--- src/rtl/scene_renderer.sv ---
// Samples the square/player descriptors once per frame and draws them on a 640x480 VGA raster in RGB332.
// Colour and sync trail the raster counters by 2 pixel ticks; define SQ_OUTLINE_EN to draw square borders in white.
module scene_renderer #(
  parameter int unsigned PIX_DIV  = 4,
  parameter int unsigned H_ACTIVE = 640,
  parameter int unsigned H_FP     = 16,
  parameter int unsigned H_SYNC   = 96,
  parameter int unsigned H_BP     = 48,
  parameter int unsigned V_ACTIVE = 480,
  parameter int unsigned V_FP     = 10,
  parameter int unsigned V_SYNC   = 2,
  parameter int unsigned V_BP     = 33,
  parameter logic [2:0]  BG_IDX   = 3'd0
) (
  input  logic        clk,
  input  logic        rst_n,
  input  logic [40:0] square1,
  input  logic [40:0] square2,
  input  logic [40:0] square3,
  input  logic [23:0] player,
  output logic [2:0]  vga_r,
  output logic [2:0]  vga_g,
  output logic [1:0]  vga_b,
  output logic        vga_hs,
  output logic        vga_vs,
  output logic        frame_start
);

  localparam int unsigned H_TOTAL = H_ACTIVE + H_FP + H_SYNC + H_BP;
  localparam int unsigned V_TOTAL = V_ACTIVE + V_FP + V_SYNC + V_BP;
  localparam int unsigned DIV_W   = (PIX_DIV > 1) ? $clog2(PIX_DIV) : 1;

  localparam logic [DIV_W-1:0] DIV_LAST = DIV_W'(PIX_DIV - 1);
  localparam logic [9:0] H_LAST   = 10'(H_TOTAL - 1);
  localparam logic [9:0] V_LAST   = 10'(V_TOTAL - 1);
  localparam logic [9:0] H_VIS    = 10'(H_ACTIVE);
  localparam logic [9:0] V_VIS    = 10'(V_ACTIVE);
  localparam logic [9:0] HS_START = 10'(H_ACTIVE + H_FP);
  localparam logic [9:0] HS_END   = 10'(H_ACTIVE + H_FP + H_SYNC);
  localparam logic [9:0] VS_START = 10'(V_ACTIVE + V_FP);
  localparam logic [9:0] VS_END   = 10'(V_ACTIVE + V_FP + V_SYNC);

  typedef struct packed {
    logic       hit;
    logic [2:0] idx;
  } shade_t;

  function automatic logic [8:0] abs_diff(input logic [7:0] a, input logic [7:0] b);
    logic [8:0] d;
    d = {1'b0, a} - {1'b0, b};
    return d[8] ? (~d + 9'd1) : d;
  endfunction

  function automatic shade_t shade_sq(input logic [40:0] sq, input logic [7:0] lx,
                                      input logic [7:0] ly);
    logic [7:0] cx, cy, w, h;
    logic [8:0] col, dx, dy;
    shade_t     s;
    {cx, cy, w, h, col} = sq;
    dx    = abs_diff(lx, cx);
    dy    = abs_diff(ly, cy);
    s.hit = (w != 8'd0) && (dx <= {1'b0, w}) && (dy <= {1'b0, h});
    if (ly < cy)      s.idx = col[8:6];
    else if (lx < cx) s.idx = col[5:3];
    else              s.idx = col[2:0];
`ifdef SQ_OUTLINE_EN
    if ((dx == {1'b0, w}) || (dy == {1'b0, h})) s.idx = 3'd7;
`endif
    return s;
  endfunction

  // Player spans two columns {PX-1, PX} and rows [PY-PH, PY]; lower bounds saturate at 0.
  function automatic logic player_hit(input logic [23:0] p, input logic [7:0] lx,
                                      input logic [7:0] ly);
    logic [7:0] px, py, ph, x_lo, y_lo;
    {px, py, ph} = p;
    x_lo = (px == 8'd0) ? 8'd0 : px - 8'd1;
    y_lo = (py >= ph) ? py - ph : 8'd0;
    return (ph != 8'd0) && (lx >= x_lo) && (lx <= px) && (ly >= y_lo) && (ly <= py);
  endfunction

  function automatic logic [7:0] palette(input logic [2:0] idx);
    case (idx)
      3'd0:    return 8'b000_000_00;
      3'd1:    return 8'b111_000_00;
      3'd2:    return 8'b000_111_00;
      3'd3:    return 8'b000_000_11;
      3'd4:    return 8'b111_111_00;
      3'd5:    return 8'b000_111_11;
      3'd6:    return 8'b100_100_10;
      default: return 8'b111_111_11;
    endcase
  endfunction

  logic [DIV_W-1:0] div;
  logic             tick;
  logic [9:0]       hcount, vcount;
  logic             sample_now;
  logic [40:0]      sq1_q, sq2_q, sq3_q;
  logic [23:0]      pl_q;

  assign tick       = (div == DIV_LAST);
  assign sample_now = tick && (hcount == 10'd0) && (vcount == V_VIS);

  always_ff @(posedge clk or negedge rst_n) begin
    if (!rst_n) begin
      div    <= '0;
      hcount <= '0;
      vcount <= '0;
    end else begin
      div <= tick ? '0 : div + 1'b1;
      if (tick) begin
        if (hcount == H_LAST) begin
          hcount <= '0;
          vcount <= (vcount == V_LAST) ? 10'd0 : vcount + 10'd1;
        end else begin
          hcount <= hcount + 10'd1;
        end
      end
    end
  end

  // Descriptors are captured only at the start of vertical blanking, so a frame never tears.
  always_ff @(posedge clk or negedge rst_n) begin
    if (!rst_n) begin
      sq1_q       <= '0;
      sq2_q       <= '0;
      sq3_q       <= '0;
      pl_q        <= '0;
      frame_start <= 1'b0;
    end else begin
      frame_start <= sample_now;
      if (sample_now) begin
        sq1_q <= square1;
        sq2_q <= square2;
        sq3_q <= square3;
        pl_q  <= player;
      end
    end
  end

  logic [7:0] lx, ly;
  shade_t     sh1, sh2, sh3;
  logic       pl_hit;

  assign lx = hcount[9:2];
  assign ly = {1'b0, vcount[8:2]};

  always_comb begin
    sh1    = shade_sq(sq1_q, lx, ly);
    sh2    = shade_sq(sq2_q, lx, ly);
    sh3    = shade_sq(sq3_q, lx, ly);
    pl_hit = player_hit(pl_q, lx, ly);
  end

  shade_t     s1_sq1, s1_sq2, s1_sq3;
  logic       s1_pl;
  logic [9:0] s1_h, s1_v;

  always_ff @(posedge clk or negedge rst_n) begin
    if (!rst_n) begin
      s1_sq1 <= '0;
      s1_sq2 <= '0;
      s1_sq3 <= '0;
      s1_pl  <= 1'b0;
      s1_h   <= '0;
      s1_v   <= '0;
    end else if (tick) begin
      s1_sq1 <= sh1;
      s1_sq2 <= sh2;
      s1_sq3 <= sh3;
      s1_pl  <= pl_hit;
      s1_h   <= hcount;
      s1_v   <= vcount;
    end
  end

  logic [2:0] sel_idx;
  logic [7:0] rgb;
  logic       hs, vs;

  always_comb begin
    sel_idx = BG_IDX;
    if (s1_pl)           sel_idx = 3'd7;
    else if (s1_sq1.hit) sel_idx = s1_sq1.idx;
    else if (s1_sq2.hit) sel_idx = s1_sq2.idx;
    else if (s1_sq3.hit) sel_idx = s1_sq3.idx;
    rgb = palette(sel_idx);
    if ((s1_h >= H_VIS) || (s1_v >= V_VIS)) rgb = 8'd0;
    hs = !((s1_h >= HS_START) && (s1_h < HS_END));
    vs = !((s1_v >= VS_START) && (s1_v < VS_END));
  end

  always_ff @(posedge clk or negedge rst_n) begin
    if (!rst_n) begin
      {vga_r, vga_g, vga_b} <= 8'd0;
      vga_hs                <= 1'b1;
      vga_vs                <= 1'b1;
    end else if (tick) begin
      {vga_r, vga_g, vga_b} <= rgb;
      vga_hs                <= hs;
      vga_vs                <= vs;
    end
  end

endmodule
--- config.mk ---
export PLATFORM = sky130hd
export DESIGN_NAME = scene_renderer
export DESIGN_NICKNAME = d
export VERILOG_FILES = /design/src/rtl/scene_renderer.sv
export SDC_FILE = /design/constraint.sdc
export NUM_CORES = 1
export LEC_CHECK = 0
export ABC_AREA = 1
export ABC_CLOCK_PERIOD_IN_PS = 4150
export CAP_MARGIN = 20
export CORE_ASPECT_RATIO = 1.2
export CORE_MARGIN = 4
export CORE_UTILIZATION = 37
export DETAILED_ROUTE_END_ITERATION = 6
export PLACE_DENSITY = 0.53
export SLEW_MARGIN = 20
export SYNTH_ARGS = -nofsm -noshare
export SYNTH_HDL_FRONTEND = slang
export SYNTH_SLANG_ARGS = --single-unit
--- constraint.sdc ---
create_clock -name clk -period 4.15 [get_ports clk]
set_clock_uncertainty 0.2 [all_clocks]
set_input_delay 0.6225 -clock clk [delete_from_list [all_inputs] [get_ports clk]]
set_output_delay 0.6225 -clock clk [all_outputs]
set_load 0.01 [all_outputs]
==> results.txt <==
For this run, the post-layout net count is 2417. Counting the buffers created by CTS gives 25. The average cell area after synthesis was 7.29 um^2; the count of flip-flops with a built-in enable after synthesis was 0.

The first global-routing pass estimated 64000 um of wire. The half-perimeter wire length of the detailed placement result was 29000 um. The area fraction of the dominant cell type after synthesis came out at 35.7%. TritonCTS built the clock tree. The later pin in the worst-skew pair is clocked with a latency of 0.53 ns.

The max-slew violation count was 0; the standby leakage power was 8.81 nW. The critical path goes through clkinvlp_4, ha_1, inv_1, fa_1, inv_1, ha_1, inv_1, nor2_1, nand3_1, nor2_1, nor2_1, xor2_1, inv_1, ha_1, a21o_1, a21oi_1, nand2_1, nand2_1, nand2_1, a21oi_1, nand3_1, nand2_1. In the synthesized netlist, the cells that appear most often are sky130_fd_sc_hd__nand2_1 (592), sky130_fd_sc_hd__inv_1 (325), sky130_fd_sc_hd__dfrtp_1 (204). Setup repair after global routing left no endpoint under its margin.

For this run, asynchronously set or reset flops after synthesis account for 100%. The Yosys step of the flow raised 0 warnings. STA puts the critical path data arrival time at 3.96 ns.

Sequential cells were found to cover 36.1% of the synthesized design area. Startpoint class of the critical path: a flop. After detailed routing, the average wire length per cell comes to 14.6 um. Critical path class: flop to flop. The ratio of final minimum period to clock period is 88.9%, and the number of top-level pins is 160. After clock tree synthesis, the clock-pin slew on the worst setup and hold paths is 0.06 ns. The maximum clock frequency is 271 MHz. After synthesis the netlist holds a flip-flop and latch count of 206.

The post-route worst hold slack is 0.233 ns, and the slew at the pin closest to its max-slew limit is 0.701 ns. The kind of cell with the highest combined delay along the critical path is adder cells. Worst-path maximum fanout: 7. The synthesis-to-layout area growth works out to 20.5%. In this run, the number of DRC markers left after iteration 0 of detailed routing was 584.

Share of layout cells above drive strength 1: 3.89%. The number of standard-cell rows in the floorplan was 78; the count of endpoints failing hold in the final timing report was 0. Across the VDD grid, the largest voltage drop is 0.275 mV.

The slowest stage of the critical path is the sky130_fd_sc_hd__dfrtp_1 cell. The largest net degree at the start of global routing is 101. The clock root buffer was sky130_fd_sc_hd__clkbuf_16. The die is 187 um wide.

The number of nets handed over by synthesis was 2258. In this run the tightest slew margin relative to its limit is 53.2%. The number of different library cells used by synthesis comes to 41. Setup violations remaining at the end of the flow were counted as 0. The floorplan step defined a core boundary enclosing 38000 um^2. The maximum clock insertion buffer count is 3, and the all-layer global routing usage is 18.4%. For this run the aggregate overflow at the end of global routing stands at 0.

The tool flagged a number of max-cap violations equal to 0. For this run, design rule violations remaining after detail routing come to 0. The number of vias per cell after detailed routing works out to 4.82. The worst hold path belongs to the class flop to flop. CTS saw 206 sinks. The tools report the maximum level of the CTS H-tree as 1. The most common cell in the synthesized netlist was sky130_fd_sc_hd__nand2_1. After filler insertion, the fill cell instance count of the layout stands at 3883.

The number of buffers and inverters on the critical path is 5. The total wire length is 38300 um, and the biggest cell delay along the critical path is 0.46 ns. The worst path needs 3.69 ns of the cycle, external delays included.

The endpoint required time on the critical path came out at 4.42 ns. The logs give 0 for the diode insertion count for antenna repair and 12800 for the number of global-route vias before repair. The predominant post-synthesis flop cell was sky130_fd_sc_hd__dfrtp_1. The initial utilization of the core area, before any placement, comes to 37.6%. The tools report the footprint of the multi-input gates as 7580 um^2. Yosys attributes the largest share of cell area to sky130_fd_sc_hd__dfrtp_1 (36%), sky130_fd_sc_hd__nand2_1 (16%), sky130_fd_sc_hd__ha_1 (13%). At the end of routability-driven placement, the weighted congestion stood at 0.881.

The tools report the number of instances in the synthesized netlist as 1959. The routed layout has 12600 vias. The floorplan step defined a die boundary enclosing 41800 um^2. The cell area after technology mapping was 14300 um^2; the number of antenna violations at the first check in global routing was 0.

Across the whole layout, storage elements account for 5160 um^2. The synthesized design spends more area on one cell type than any other, namely sky130_fd_sc_hd__dfrtp_1. The count of antenna-violating nets left after detailed routing is 0, and the number of port buffers is 159.

The tools report the kind of capture point of the worst setup path as a flop. The run finished with clean final reports. The floorplan step set the die height to 223 um.

The total negative slack for setup checks was 0 ns. The number of iterations in the first detailed-routing pass was 5; the total power per unit cell area was 259 nW/um^2.
[placed cells by master, fill, tap and decap left out, types with 9 or more instances in the layout]
| master | Yosys | layout |
|---|---|---|
| sky130_fd_sc_hd__a21oi_1 | 93 | 93 |
| sky130_fd_sc_hd__buf_4 | 8 | 19 |
| sky130_fd_sc_hd__clkbuf_16 | 0 | 25 |
| sky130_fd_sc_hd__clkbuf_8 | 0 | 10 |
| sky130_fd_sc_hd__clkdlybuf4s50_1 | 0 | 158 |
| sky130_fd_sc_hd__dfrtp_1 | 204 | 204 |
| sky130_fd_sc_hd__ha_1 | 143 | 143 |
| sky130_fd_sc_hd__inv_1 | 325 | 323 |
| sky130_fd_sc_hd__nand2_1 | 592 | 592 |
| sky130_fd_sc_hd__nand3_1 | 102 | 102 |
| sky130_fd_sc_hd__nand3b_1 | 11 | 11 |
| sky130_fd_sc_hd__nand4_1 | 36 | 36 |
| sky130_fd_sc_hd__nor2_1 | 102 | 102 |
| sky130_fd_sc_hd__nor3_1 | 16 | 16 |
| sky130_fd_sc_hd__nor4_1 | 15 | 15 |
| sky130_fd_sc_hd__o21ai_0 | 55 | 55 |
| sky130_fd_sc_hd__o21ai_1 | 111 | 111 |
| sky130_fd_sc_hd__or2_2 | 9 | 9 |
| sky130_fd_sc_hd__xnor2_1 | 12 | 12 |
| sky130_fd_sc_hd__xor2_1 | 33 | 33 |
[flip-flops by register name, indices dropped and copies added (netlist names), 4 cells and up]
name	flops
vcount	10
s1_sq1	4
sq1_q	41
s1_v	9
sq3_q	41
pl_q	24
hcount	10
s1_sq3	4
s1_sq2	4
s1_h	6
sq2_q	41
[final timing paths]
check	from	to	slack (ns)	cells past startpoint
max	vcount[2]	s1_sq2[3]	0.46	22
min	div[0]	div[0]	0.23	1
max reg2reg	vcount[2]	s1_sq2[3]	0.46	22
min reg2reg	div[0]	div[0]	0.23	1
max in group asynchronous	rst_n	sq3_q[8]	2.41	3
min in group asynchronous	rst_n	pl_q[4]	0.39	2
[metal layers]
metal	part of all wire, %	track usage, %	vias up
met2	49	33.4	206
met4	2.1	4.55	0
met1	45	23.3	5754
li1	-	-	6579
met5	0	0	-
met3	3.9	2.36	51
[final cells by class]
type	count	share of cell area [%]
Sequential cell	206	30.0
Clock inverter	4	0.407
Tap cell	480	3.49
Clock buffer	39	4.46
Inverter	328	7.24
Timing Repair Buffer	181	10.4
Multi-Input combinational cell	1376	44.0
[worst reg2reg max path: cells and delay by family (launching register included)]
family | cells | cell delay [ns]
adder cells (fa/ha/maj) | 4 | 1.10
AND/OR/NAND/NOR | 9 | 0.77
buffers and inverters | 5 | 0.58
flip-flops | 1 | 0.46
AO/OA/AOI/OAI | 3 | 0.40
XOR/XNOR | 1 | 0.13
[cells by family (layout without fill, tap and decap cells)]
| kind of cell | after synthesis | count (layout) | synth area share, % |
|---|---|---|---|
| and+or+nand+nor | 890 | 890 | 25.9 |
| xor gates and xnor gates | 45 | 45 | 2.76 |
| DFF | 206 | 206 | 36.1 |
| buffers and inverters | 377 | 552 | 10.8 |
| AOI/OAI and AO/OA | 291 | 291 | 10.9 |
| adders and majority gates | 150 | 150 | 13.5 |
[through the flow]
| stage | std cells | area, um^2 | total power [mW] | util [%] | worst slack (ns) |
|---|---|---|---|---|---|
| after floorplan | 1959 | 14300 | 2.05 | - | 0.795 |
| after global placement | 2569 | 16300 | 2.23 | 43.1 | 0.379 |
| after detailed placement | 2569 | 16300 | 2.23 | 43.1 | 0.290 |
| after CTS | 2613 | 17200 | 4.54 | 45.3 | 0.277 |
| after global routing | 2614 | 17200 | 4.61 | 45.3 | 0.00951 |
| final | 2614 | 17200 | 4.45 | 45.3 | 0.461 |
[report_power, final]
| group | switching, mW | internal (mW) |
|---|---|---|
| combinational | 0.0601 | 0.124 |
| clock | 0.877 | 1.38 |
| sequential | 0 | 2.01 |
| total | 0.937 | 3.51 |
[what timing repair did]
item                                    in CTS  in global routing
endpoints found under the setup margin       0                  3
resized for setup                            0                  2
hold buffers                                 1                  0
buffers inserted                             0                  1
endpoints found under the hold margin       44                  0
Note: power is estimated with default switching activity, not from simulation.
